File: src/rtl/fifo_pkg.sv
// Shared definitions for the synchronous FIFO: output-mode constants and a
// constant-foldable ceil(log2) used to size pointers and addresses.
package fifo_pkg;

    localparam int unsigned FWFT_OFF = 0;
    localparam int unsigned FWFT_ON  = 1;

    function automatic int unsigned clog2(input int unsigned value);
        int unsigned res;
        int unsigned rem;
        res = 0;
        rem = (value > 0) ? value - 1 : 0;
        while (rem > 0) begin
            res = res + 1;
            rem = rem >> 1;
        end
        return res;
    endfunction

endpackage

File: src/rtl/fifo_ram.sv
// Simple dual-port storage array: one synchronous write port and one
// asynchronous read port. The array is intentionally not reset.
module fifo_ram
    import fifo_pkg::*;
#(
    parameter int unsigned WIDTH = 8,
    parameter int unsigned DEPTH = 16
) (
    input  logic                      clk,
    input  logic                      we,
    input  logic [clog2(DEPTH)-1:0]   wr_addr,
    input  logic [WIDTH-1:0]          wr_data,
    input  logic [clog2(DEPTH)-1:0]   rd_addr,
    output logic [WIDTH-1:0]          rd_data_c
);

    logic [WIDTH-1:0] mem [DEPTH];

    always_ff @(posedge clk) begin
        if (we) begin
            mem[wr_addr] <= wr_data;
        end
    end

    assign rd_data_c = mem[rd_addr];

endmodule

File: src/rtl/fifo_syn_param.sv
// Parameterised synchronous FIFO with registered-read or first-word-fall-through
// output, occupancy count, almost flags and sticky overflow/underflow.
module fifo_syn_param
    import fifo_pkg::*;
#(
    parameter int unsigned WIDTH    = 8,
    parameter int unsigned DEPTH    = 16,
    parameter int unsigned AF_LEVEL = DEPTH - 2,
    parameter int unsigned AE_LEVEL = 2,
    parameter int unsigned FWFT     = FWFT_OFF
) (
    input  logic                    clk,
    input  logic                    rst_n,
    input  logic                    clr,
    input  logic                    wr,
    input  logic [WIDTH-1:0]        data,
    input  logic                    rd,
    output logic [WIDTH-1:0]        q,
    output logic                    full,
    output logic                    empty,
    output logic                    almost_full,
    output logic                    almost_empty,
    output logic [clog2(DEPTH):0]   usedw,
    output logic                    overflow,
    output logic                    underflow
);

    localparam int unsigned AW = clog2(DEPTH);
    localparam int unsigned PW = AW + 1;

    logic [PW-1:0]    wr_ptr;
    logic [PW-1:0]    rd_ptr;
    logic [PW-1:0]    wr_ptr_nxt;
    logic [PW-1:0]    rd_ptr_nxt;
    logic [PW-1:0]    usedw_nxt;
    logic             wr_acc;
    logic             rd_acc;
    logic             ram_we;
    logic [AW-1:0]    rd_addr;
    logic [WIDTH-1:0] rd_data;
    logic [WIDTH-1:0] q_nxt;

    // Extra pointer MSB distinguishes full from empty when addresses match.
    assign empty = (wr_ptr == rd_ptr);
    assign full  = (wr_ptr[AW-1:0] == rd_ptr[AW-1:0]) && (wr_ptr[AW] != rd_ptr[AW]);

    assign almost_full  = (32'(usedw) >= AF_LEVEL);
    assign almost_empty = (32'(usedw) <= AE_LEVEL);

    assign ram_we = wr_acc && !clr;

    always_comb begin
        wr_acc     = wr && !full;
        rd_acc     = rd && !empty;
        wr_ptr_nxt = wr_acc ? wr_ptr + PW'(1) : wr_ptr;
        rd_ptr_nxt = rd_acc ? rd_ptr + PW'(1) : rd_ptr;

        usedw_nxt = usedw;
        case ({wr_acc, rd_acc})
            2'b10:   usedw_nxt = usedw + PW'(1);
            2'b01:   usedw_nxt = usedw - PW'(1);
            default: usedw_nxt = usedw;
        endcase

        // FWFT looks one pop ahead so q already holds the next head after the edge.
        rd_addr = (FWFT == FWFT_ON) ? rd_ptr_nxt[AW-1:0] : rd_ptr[AW-1:0];

        q_nxt = q;
        if (FWFT == FWFT_ON) begin
            if (usedw_nxt != '0) begin
                // The new head may be the word being written this very cycle.
                if (wr_acc && (rd_ptr_nxt == wr_ptr)) begin
                    q_nxt = data;
                end else begin
                    q_nxt = rd_data;
                end
            end
        end else if (rd_acc) begin
            q_nxt = rd_data;
        end
    end

    always_ff @(posedge clk or negedge rst_n) begin
        if (!rst_n) begin
            wr_ptr    <= '0;
            rd_ptr    <= '0;
            usedw     <= '0;
            q         <= '0;
            overflow  <= 1'b0;
            underflow <= 1'b0;
        end else if (clr) begin
            wr_ptr    <= '0;
            rd_ptr    <= '0;
            usedw     <= '0;
            q         <= '0;
            overflow  <= 1'b0;
            underflow <= 1'b0;
        end else begin
            wr_ptr    <= wr_ptr_nxt;
            rd_ptr    <= rd_ptr_nxt;
            usedw     <= usedw_nxt;
            q         <= q_nxt;
            overflow  <= overflow  || (wr && full);
            underflow <= underflow || (rd && empty);
        end
    end

    fifo_ram #(
        .WIDTH (WIDTH),
        .DEPTH (DEPTH)
    ) u_ram (
        .clk       (clk),
        .we        (ram_we),
        .wr_addr   (wr_ptr[AW-1:0]),
        .wr_data   (data),
        .rd_addr   (rd_addr),
        .rd_data_c (rd_data)
    );

endmodule

File: config.mk
export PLATFORM = sky130hd
export DESIGN_NAME = fifo_syn_param
export DESIGN_NICKNAME = d
export VERILOG_FILES = /design/src/rtl/fifo_pkg.sv /design/src/rtl/fifo_ram.sv /design/src/rtl/fifo_syn_param.sv
export SDC_FILE = /design/constraint.sdc
export NUM_CORES = 1
export LEC_CHECK = 0
export BUFFER_PORTS_ARGS = -buffer_cell sky130_fd_sc_hd__buf_2
export CAP_MARGIN = 20
export CORE_MARGIN = 2
export CORE_UTILIZATION = 57
export DETAILED_ROUTE_END_ITERATION = 10
export MAX_ROUTING_LAYER = met4
export PLACE_DENSITY = 0.75
export SLEW_MARGIN = 10
export SYNTH_ARGS = -nofsm -noshare
export SYNTH_HDL_FRONTEND = slang
export SYNTH_SLANG_ARGS = --single-unit
File: constraint.sdc
create_clock -name clk -period 3.3 [get_ports clk]
set_input_delay 0.165 -clock clk [delete_from_list [all_inputs] [get_ports clk]]
set_output_delay 0.165 -clock clk [all_outputs]
set_load 0.05 [all_outputs]
# == Word-level counts from Yosys, hierarchy flattened ==
# Memories as Yosys holds them, arrays and structs flattened.
# Cells that the tools add are included.
# word_totals
output_inout_bits,19
n_memories,1
input_bits,13
mem_bits_rw,128
regBits,25
romBits,0
wordCells,44
latch_bits,0
# mem_list
memory,words,width,read_ports,rd_clocked_by_memory_dff,write_ports,line,text
u_ram.mem,16,8,1,0,1,fifo_ram.sv:17,logic [WIDTH-1:0] mem [DEPTH];
# op_classes
mux,12
div_mod_pow,0
n_bitwise,0
shift,0
n_reduce_logical,14
addsub,4
n_lt_le_gt_ge,2
multipliers,0
eq_ne,5
# ops
op,n
$mux W5,5
$mux W8,2
$add A5 B1 Y5 const B,3
$pmux W5 S2,1
$logic_and A1 B1 Y1,6
$eq A5 B5 Y1,1
$ge A5 B4 Y1 const B,1
$le A5 B2 Y1 const B,1
$sub A5 B1 Y5 const B,1
$eq A4 B4 Y1,1
$mux W1,4
$reduce_bool A2 Y1,2
$logic_not A1 Y1,3
$reduce_bool A3 Y1,1
$eq A2 B1 Y1 const B,1
$eq A2 B2 Y1 const B,1
$logic_or A1 B1 Y1,2
$ne A1 B1 Y1,1

# == Longest topological paths before layout ==
# Gate-level depths: netlist (run 1).
# depth
depth_word,7
mapped_depth,12
depth_no_buf,10

# == Cells and area by module ==
# Synthesis (run 1) repeated with hierarchy kept, for this count alone.
# unflattened
cells_unflattened,358
hier_area_um2,6308.6
# modules_own_cells
mod,instances,area_per_inst_um2,seq_area_each_um2,cells_each
fifo_ram,1,4987.3,3843.7,221
fifo_syn_param,1,1321.3,625.6,137

# == Worst setup path after synthesis (run 1) ==
# No wires, ideal clock.
# synth_path
kind,register -> register
start,reg rd_ptr[1]
end,reg usedw[4]
setup_time_ns,0.078
period_less_slack_ns,3.007
path_slack_ns,0.293
path_buffers,2
required_ns,3.222
path_stages_with_launch,13
t_arrival_ns,2.929
cell_sequence,dfrtp_1 -> buf_6 -> xor2_1 -> or4_1 -> buf_2 -> o211a_4 -> xor2_1 -> ha_1 -> or3_1 -> a21oi_1 -> a21oi_1 -> or3_1 -> a21oi_1
# synth_via
elab_chain_len,7
word_cells_on_any_way,12
cone_classes,eq/ne: 4; mux: 2; reduce/logical: 6
# synth_lines
item,line,text
"start, declared",fifo_syn_param.sv:32,logic [PW-1:0] rd_ptr;
"start signal, assigned",fifo_syn_param.sv:100,rd_ptr <= rd_ptr_nxt;
$eq A4 B4 Y1,fifo_syn_param.sv:45,assign full = (wr_ptr[AW-1:0] == rd_ptr[AW-1:0]) && (wr_ptr[AW] != rd_ptr[AW]);
$logic_and A1 B1 Y1,fifo_syn_param.sv:45,
$logic_not A1 Y1,fifo_syn_param.sv:53,wr_acc = wr && !full;
$logic_and A1 B1 Y1,fifo_syn_param.sv:53,
$eq A2 B1 Y1 / $eq A2 B2 Y1 (equally long branches),fifo_syn_param.sv:59,"case ({wr_acc, rd_acc})"
$pmux W5 S2,fifo_syn_param.sv:59,
$mux W5,fifo_syn_param.sv:91,end else if (clr) begin
"end signal, assigned",fifo_syn_param.sv:101,usedw <= usedw_nxt;
"end, declared",fifo_syn_param.sv:23,"output logic [clog2(DEPTH):0] usedw,"
# Parallel ways exist; a longest one is shown, timed or not.
# A chain may end at the register's enable or synchronous reset.

# == Final worst setup path (run 1) ==
# layout_path
start,reg wr_ptr[3]
end,reg usedw[4]
# layout_via
elab_chain_len,7
word_cells_on_any_way,12
cone_classes,eq/ne: 4; mux: 2; reduce/logical: 6
# layout_lines
item,line,text
"start, declared",fifo_syn_param.sv:31,logic [PW-1:0] wr_ptr;
"start signal, assigned",fifo_syn_param.sv:99,wr_ptr <= wr_ptr_nxt;
$eq A4 B4 Y1,fifo_syn_param.sv:45,
$logic_and A1 B1 Y1,fifo_syn_param.sv:45,
$logic_not A1 Y1,fifo_syn_param.sv:53,
$logic_and A1 B1 Y1,fifo_syn_param.sv:53,
$eq A2 B1 Y1 / $eq A2 B2 Y1 (equally long branches),fifo_syn_param.sv:59,
$pmux W5 S2,fifo_syn_param.sv:59,
$mux W5,fifo_syn_param.sv:91,
# Parallel ways exist; a longest one is shown, timed or not.

==> results of run 1 <==
power by group through the flow:
stage          registers (mW)  logic, mW  clock network (mW)
2_1_floorplan            2.38      0.530                   0
3_3_place_gp             2.25      0.834                   0
3_5_place_dp             2.25      0.853                   0
4_1_cts                  2.21      0.857                1.82
5_1_grt                  2.22      0.920                1.92
6_report                 2.21      0.846                1.80
registers in the layout (all words and copies together) (netlist names):
register	cells
usedw	5
underflow	1
rd_ptr	5
overflow	1
u_ram.mem	128
q	8
wr_ptr	5
area by class of cell:
cell class	instances	area (um2)	area share [%]
repair buffers	55	343	4.70
multi-input cells	188	1730	23.8
inverters	4	15.0	0.206
clock inverters	13	130	1.79
well taps	140	175	2.40
flip-flops and latches	153	4470	61.3
clock buffers	19	422	5.79
stage by stage:
stage	std cells	utilization, %	cell area, um2	hold WS (ns)	setup slack, ns
CTS	572	67.2	7290	0.0110	0.216
global route	572	67.2	7290	0.0142	0.0130
finish	572	67.2	7290	0.0303	0.205
detailed placement	537	61.9	6710	0.208	0.230
global placement	537	61.9	6710	0.203	0.302
floorplan	365	-	6320	-0.131	0.293
per-layer routing:
| layer | vias up | track usage (%) |
|---|---|---|
| li1 | 1537 | - |
| met1 | 1756 | 30.4 |
| met2 | 119 | 36.4 |
| met3 | 12 | 6.46 |
| met4 | 0 | 7.69 |
| met5 | - | - |
placed cells by master, fill, tap and decap left out, types with 4 or more instances in the layout:
cell type   Yosys  final
inv_1           4      4
buf_2          10     31
nor2b_1         9      9
clkinvlp_4      0      4
ha_1            7      7
dfrtp_1        25     25
edfxtp_1      128    128
a211oi_1       17     17
nor3_1          7      7
mux4_2         32     32
nand2_1         9      9
mux2i_1        11     11
xnor2_1         4      4
buf_4           0     21
a21oi_1        17     17
clkbuf_16       0     16
nor2_1         37     37
xor2_1         12     12
worst max-delay path: cells and delay by family, from the launching register on:
family          cells  cell delay [ns]
compound gates      4             0.68
xor+xnor            2             0.35
fa+ha+maj           1             0.22
flops               1             0.48
simple gates        3             1.29
worst max-delay path by stage:
| stage | slack, ns | endpoint | cells after the start | from |
|---|---|---|---|---|
| finish | 0.21 | usedw[4] | 10 | wr_ptr[3] |
| global route | 0.01 | usedw[4] | 10 | wr_ptr[3] |
| CTS | 0.22 | usedw[4] | 10 | wr_ptr[3] |
| detailed placement | 0.23 | usedw[4] | 10 | wr_ptr[1] |
| global placement | 0.30 | usedw[4] | 10 | wr_ptr[3] |
| floorplan | 0.29 | usedw[4] | 12 | rd_ptr[1] |
kinds of logic after synthesis:
kind of cell / Yosys count / share of synthesized area (%)
buffers and inverters: 24 / 1.86
xor gates and xnor gates: 16 / 2.22
muxes: 44 / 13.3
adders and majority gates: 7 / 1.39
and+or+nand+nor: 75 / 5.50
DFF: 153 / 70.7
AOI/OAI and AO/OA: 46 / 4.99
what timing repair did:
item                      CTS  global route
hold endpoints to repair   27             0
resized for setup           0             0
hold buffers                3             0
==> impl_metrics.toml, run 1 <==
[status]
status = "finished clean"

[global_route]
gr-usage-all-layers_pct = 23.4
grt_overflow_total = 0
antenna_found_initial = 0
grt_pass1_vias = 3557
grt_start_max_net_pins = 36
grt_first_pass_wirelength_mm = 19.3

[sta]
setup_viol = 0
worstMarginPinSlew_ns = 0.723
setup-tns-final_ns = 0
finClkSkew_ns = 0.00893
hold_viol_final = 0
relSlewSlack_pct = 51.8
period_share_pct = 93.8
clock.fmax_ghz = 0.323
grt_setup_unrepaired = "false"
min_period_ns = 3.09
drv_slew = 0

[worst_setup_path]
required_ns = 3.74
r2r-start = "wr_ptr[3]"
startpoint_type = "flip-flop"
crit_path_end_kind = "flip-flop"
cp.arrival_ns = 3.54
crit_chain = "xor2_1 -> or4_1 -> o211a_4 -> xor2_1 -> ha_1 -> or3_1 -> a21oi_1 -> a21oi_1 -> or3_1 -> a21oi_1"
ff2ff_path_depth = 10
rrSetupSlack_ns = 0.21
cp_max_fo = 9
timing.rr.end = "usedw[4]"
crit_top_cell = "a21oi_1"
crit_slowest_cell = "or4_1"
max_stage_delay_ns = 0.63
critPathKind = "reg2reg"

[placement]
io_buffers = 31
dp_hpwl_mm = 7.68
gp_congestion = 0.804

[routing]
routedWlPerCell_um = 21.3
top_layer_used = "met4"
ant_nets = 0
dr.pass1.iters = 4
vias = 3424
met3_length_um = 749
route.detailed.drc = 0
post_drt_via_cell_ratio = 5.99
wl_met1_mm = 5.09
drt_iter0_drc = 353
drt_wl_total_mm = 12.2
routed-wl-met2_mm = 6.23

[cells_and_area]
fill_cells = 751
antennaDiodeCount = 0
nNetsFinal = 439
drive_above_1_share_pct = 26.9
areaGrowthSynthToFinish_pct = 15.3

[pwr]
p_leak_nw = 2.56
total_power_mw = 4.85
comb_power_share_pct = 17.4
switching_share_pct = 27.5
peakVddDrop_uv = 465
intPower_mw = 3.52
pwr-share-seq_pct = 45.5
power.density_nw_per_um2 = 666
pwr-share-clk_pct = 37.0
p_switching_mw = 1.33

[die]
ios = 32
fp.dieW_um = 109
die_area_um2 = 11900
core-area_um2 = 10800
num_rows = 38
die_y_um = 109
start_util_pct = 58.3

[clock_tree]
cts_buffers = 17
clk_latency_ns = 0.52
cts-root-buf = "clkbuf_8"
htreeDepth = 4
cts_setup_buffers = 0
path_clk_slew_ns = 0.06
cts_num_sinks = 153
cts_buffer_depth = 2
cts_tree = "done"

[worst_hold_path]
min_path_cells = 1
hold_path_end = "u_ram.mem[14][4]"
hp-start = "data[4]"
hold_class = "in2reg"

[yosys]
syn_area_um2 = 6320
synth_area_leaders = "edfxtp_1 61%, mux4_2 11%, dfrtp_1 9.9%"
syn_area_per_cell_um2 = 17.3
netlist_instances = 365
ys_seq_elements = 153
synth_fp_nets = 385
yosysTopAreaCell = "edfxtp_1"
synthMostInstantiatedCell = "edfxtp_1"
ys.flop_type = "edfxtp_1"
ys_seq_area_share_pct = 70.7
synth_cell_types = 36
yosys_warnings = 0
synth_common_cells = "128 x edfxtp_1, 37 x nor2_1, 32 x mux4_2"
synth_top_area_share_pct = 60.8
async_flop_share_pct = 16.3
synth-edff-count = 128

[flow_run]
max-cap-violations = 0
Note: power is estimated with default switching activity, not from simulation.
==> inputs of run 2 (changes only) <==
CORE_MARGIN = 5   (was 2)
CORE_UTILIZATION = 61   (was 57)
PLACE_DENSITY = 0.79   (was 0.75)
==> run 2 against run 1 <==
Power grew 4.4%. Combinational power grew 2.4%. Cell count shrank 1.9%. Clock skew shrank 0.00085 ns. Flip-flop and latch count is the same. Critical endpoint unchanged. Global-route usage shrank 1.6 points. Sequential power is essentially flat. Via count grew 1.1%. Non-clock buffer count shrank 5.
==> impl_metrics.toml, run 2 (synthesis gave the netlist of run 1 again) <==
[sta]
relSlewSlack_pct = 40.2
holdWs_ns = 0.0270
worst_slack_ns = 0.295
grt_setup_unrepaired = "false"
setup-tns-final_ns = 0
period_share_pct = 91.1
finClkSkew_ns = 0.00808
clock.fmax_ghz = 0.333
min_period_ns = 3.01
worstMarginPinSlew_ns = 0.894
drv_slew = 0
hold_viol_final = 0
setup_viol = 0

[cells_and_area]
largest-register = "u_ram.mem"
nNetsFinal = 434
fin_area_um2 = 7290
final_cell_mix = "128 x edfxtp_1, 37 x nor2_1, 32 x mux4_2, 31 x buf_2, 25 x dfrtp_1"
areaGrowthSynthToFinish_pct = 15.4
finalNonFillerCells = 561
antennaDiodeCount = 0
fill_cells = 612
final_common_cell = "edfxtp_1"
final_core_util_pct = 71.3
reg_top3 = "u_ram.mem x128, q x8"
largest_reg_flops = 128
drive_above_1_share_pct = 25.6

[pwr]
switching_share_pct = 26.0
power.density_nw_per_um2 = 695
p_switching_mw = 1.32
intPower_mw = 3.75
p_leak_nw = 2.57
pwr-share-clk_pct = 39.3
total_power_mw = 5.07
peakVddDrop_uv = 428
comb_power_share_pct = 17.1
pwr-share-seq_pct = 43.6

[global_route]
gr-usage-all-layers_pct = 21.7
grt_start_max_net_pins = 36
antenna_found_initial = 0
grt_overflow_total = 0
grt_first_pass_wirelength_mm = 19.7
grt_pass1_vias = 3470

[die]
core-area_um2 = 10200
ios = 32
die_y_um = 112
start_util_pct = 61.8
die_area_um2 = 12500
fp.dieW_um = 112
num_rows = 37

[routing]
drt_wl_total_mm = 12.4
dr.pass1.iters = 5
route.detailed.drc = 0
ant_nets = 0
drt_iter0_drc = 353
vias = 3462
post_drt_via_cell_ratio = 6.17
routedWlPerCell_um = 22.1

[worst_setup_path]
cp_max_fo = 9
crit_path_end_kind = "flip-flop"
startpoint_type = "flip-flop"
cp.arrival_ns = 3.44
critPathKind = "reg2reg"
required_ns = 3.74
rrSetupSlack_ns = 0.29

[clock_tree]
cts-root-buf = "clkbuf_8"
cts_buffers = 17
htreeDepth = 4
path_clk_slew_ns = 0.06
clk_latency_ns = 0.52
cts_buffer_depth = 2
cts_setup_buffers = 0
cts_num_sinks = 153
cts_tree = "done"

[placement]
dp_hpwl_mm = 7.72
gp_congestion = 0.798
io_buffers = 31
dp_cells = 528
pre_cts_ws_ns = 0.320
placed_area_um2 = 6660

[flow_run]
max-cap-violations = 0

[status]
status = "finished clean"

[worst_hold_path]
hold_class = "in2reg"
## run 2: cell types whose count changed in the layout (fill, tap and decap cells not counted)
| cell | change |
|---|---|
| buf_4 | -5 |
| clkbuf_1 | +1 |
| bufinv_16 | +3 |
| clkinv_1 | -1 |
| clkinv_4 | -2 |
| clkinvlp_4 | -3 |
## run 2: final timing paths
| path | start | end | depth (start not counted) |
|---|---|---|---|
| hold reg to reg | underflow | underflow | 2 |
| setup / recovery | wr_ptr[3] | usedw[4] | 10 |
| hold / removal | data[3] | u_ram.mem[5][3] | 1 |
| min in group asynchronous | rst_n | q[1] | 2 |
| setup reg to reg | wr_ptr[3] | usedw[4] | 10 |
| max in group asynchronous | rst_n | q[4] | 2 |
## run 2: layout make-up
| type | instances | area (um2) | share of cell area, % |
|---|---|---|---|
| clock buffer | 20 | 425 | 5.83 |
| clock inverter | 10 | 176 | 2.42 |
| inverter | 4 | 15.0 | 0.206 |
| multi-input combinational | 188 | 1730 | 23.8 |
| sequential | 153 | 4470 | 61.3 |
| tap | 136 | 170 | 2.33 |
| timing repair buffer | 50 | 305 | 4.19 |
## run 2: critical path: stages, from the launching register on
cell,delay (ns)
dfrtp_1,0.48
xor2_1,0.21
or4_1,0.53
o211a_4,0.30
xor2_1,0.14
ha_1,0.23
or3_1,0.32
a21oi_1,0.15
a21oi_1,0.06
or3_1,0.35
a21oi_1,0.15
## run 2: per-layer routing
metal / global-route usage [%] / vias to the layer above / share of wire (%)
li1: - / 1529 / -
met3: 5.49 / 24 / 6.0
met4: 7.22 / 0 / 2.0
met1: 27.6 / 1786 / 41
met2: 34.7 / 123 / 51
met5: - / - / 0
## run 2: timing repair
item | in CTS | in global routing
hold buffers | 3 | 0
hold endpoints to repair | 27 | 0
gates resized for setup | 0 | 0
endpoints found under the setup margin | 0 | 0
## run 2: power by group through the flow
stage | Sequential (mW) | Combinational [mW] | Clock (mW)
final | 2.21 | 0.866 | 1.99
after global routing | 2.22 | 0.935 | 2.11
after CTS | 2.21 | 0.872 | 2.01
after detailed placement | 2.25 | 0.864 | 0
after global placement | 2.24 | 0.847 | 0
after floorplan | 2.38 | 0.530 | 0
==> inputs of run 3 (changes only) <==
--- a/config.mk
+++ b/config.mk
@@ -11,2 +11,3 @@
 export CORE_UTILIZATION = 61
+export CTS_CLUSTER_DIAMETER = 100
 export DETAILED_ROUTE_END_ITERATION = 10
==> constraint.sdc (replaced) <==
create_clock -name clk -period 3.3 [get_ports clk]
set_input_delay 0.66 -clock clk [delete_from_list [all_inputs] [get_ports clk]]
set_output_delay 0.66 -clock clk [all_outputs]
set_load 0.05 [all_outputs]
==> run 3 against run 2 <==
Critical path depth fell by 5. Fmax fell by 3.4%. Power fell by 5.0%. Non-clock buffer count rose by 2. First-iteration DRC count fell by 15%. Cell count rose by 0.71%. Sequential share of layout area rose by 0.42 points. Setup slack got worse by 0.11 ns. Routed wire length fell by 3.1%. Via count fell by 2.8%. Register-to-register slack improved by 0.03 ns. Sequential power barely moved. Largest cell class unchanged. Largest power group unchanged. Highest routed layer unchanged.
==> impl_metrics.toml, run 3 (synthesis gave the netlist of run 1 again) <==
[worst_hold_path]
hold_class = "in2async"

[placement]
dp_cells = 533
gp_congestion = 0.826
io_buffers = 31
dp_hpwl_mm = 7.49

[sta]
finClkSkew_ns = 0.00486
clock.fmax_ghz = 0.321
relSlewSlack_pct = 48.5
setup-tns-final_ns = 0
period_share_pct = 94.3
hold_viol_final = 0
grt_setup_unrepaired = "false"
drv_slew = 0
worstMarginPinSlew_ns = 0.772
min_period_ns = 3.11
setup_viol = 0

[routing]
post_drt_via_cell_ratio = 5.96
dr.pass1.iters = 4
drt_wl_total_mm = 12.0
route.detailed.drc = 0
drt_iter0_drc = 299
vias = 3365
routedWlPerCell_um = 21.3
ant_nets = 0

[die]
ios = 32
start_util_pct = 61.8
die_area_um2 = 12500
num_rows = 37
core-area_um2 = 10200
fp.dieW_um = 112
die_y_um = 112

[cells_and_area]
final_common_cell = "edfxtp_1"
reg_top3 = "u_ram.mem x128, q x8"
nNetsFinal = 436
largest-register = "u_ram.mem"
ff_latch_area_um2 = 4470
final_core_util_pct = 70.8
areaGrowthSynthToFinish_pct = 14.6
drive_above_1_share_pct = 27.5
finalNonFillerCells = 565
largest_reg_flops = 128
final_cell_mix = "128 x edfxtp_1, 37 x nor2_1, 32 x mux4_2, 31 x buf_2, 25 x dfrtp_1"
fill_cells = 660
multi_input_area_um2 = 1730
antennaDiodeCount = 0

[flow_run]
max-cap-violations = 0

[global_route]
grt_first_pass_wirelength_mm = 18.8
grt_overflow_total = 0
antenna_found_initial = 0
grt_start_max_net_pins = 36
grt_pass1_vias = 3474
gr-usage-all-layers_pct = 20.8

[clock_tree]
cts-hold-fix-buffers = 0
cts_num_sinks = 153
cts_tree = "done"
cts_buffer_depth = 2
cts_setup_buffers = 0
clk_latency_ns = 0.52
htreeDepth = 4
cts-root-buf = "clkbuf_8"
ctsResizeCount = 0
cts_buffers = 17
path_clk_slew_ns = 0.06

[worst_setup_path]
cp_max_fo = 6
crit_path_end_kind = "output pin"
timing.rr.end = "usedw[4]"
rrSetupSlack_ns = 0.32
startpoint_type = "flip-flop"
cp.arrival_ns = 2.45
r2r-start = "wr_ptr[1]"
required_ns = 2.64
ff2ff_path_depth = 10
critPathKind = "reg2out"
cp-startpoint = "wr_ptr[1]"

[pwr]
p_switching_mw = 1.35
total_power_mw = 4.81
peakVddDrop_uv = 428
switching_share_pct = 28.1
pwr-share-clk_pct = 36.3
p_leak_nw = 2.55
pwr-share-seq_pct = 45.9
power.density_nw_per_um2 = 664
comb_power_share_pct = 17.8
intPower_mw = 3.46

[status]
status = "finished clean"
-- run 3: cell count changes in the layout (fill, tap and decap cells not counted) --
| cell | change |
|---|---|
| buf_4 | +5 |
| bufinv_16 | -4 |
| clkinv_4 | +4 |
| dlygate4sd3_1 | -3 |
| clkbuf_1 | -2 |
| clkinvlp_4 | +2 |
| inv_6 | +1 |
| inv_8 | +1 |
-- run 3: power groups by stage --
stage / Combinational [mW] / Clock, mW / Sequential (mW)
final: 0.856 / 1.75 / 2.21
after global routing: 0.921 / 1.86 / 2.22
after CTS: 0.866 / 1.78 / 2.21
after detailed placement: 0.860 / 0 / 2.25
after global placement: 0.845 / 0 / 2.24
after floorplan: 0.530 / 0 / 2.38
-- run 3: critical path: stages (launching register included) --
cell and delay, ns:
dfrtp_1 0.46, xor2_1 0.19, or4_1 0.58, buf_4 0.18, nor2_1 0.21, buf_2 0.31
-- run 3: how the worst max path moves through the flow --
stage	endpoint	slack, ns	cells past startpoint
detailed placement	usedw[4]	0.35	10
global route	empty	0.09	5
global placement	usedw[4]	0.42	10
floorplan	usedw[4]	0.29	12
CTS	empty	0.17	5
finish	empty	0.19	5
-- run 3: through the flow --
stage,area (um2),hold WS (ns),worst slack (ns)
finish,7240,0.146,0.189
global route,7240,0.172,0.0869
CTS,7240,0.132,0.166
detailed placement,6700,0.480,0.348
global placement,6700,0.480,0.421
floorplan,6320,0.364,0.293
-- run 3: layer usage --
layer	routed length, um	vias up	global-route usage, %
met3	678	11	5.38
met5	0	-	-
met1	5030	1724	26.0
met2	6190	95	34.0
met4	127	0	6.08
li1	-	1535	-
-- run 3: area by class of cell --
type | count | area share (%)
multi-input cells | 188 | 23.9
well taps | 136 | 2.35
clock inverters | 14 | 1.74
inverters | 4 | 0.207
clock buffers | 18 | 5.77
flip-flops and latches | 153 | 61.7
repair buffers | 52 | 4.32
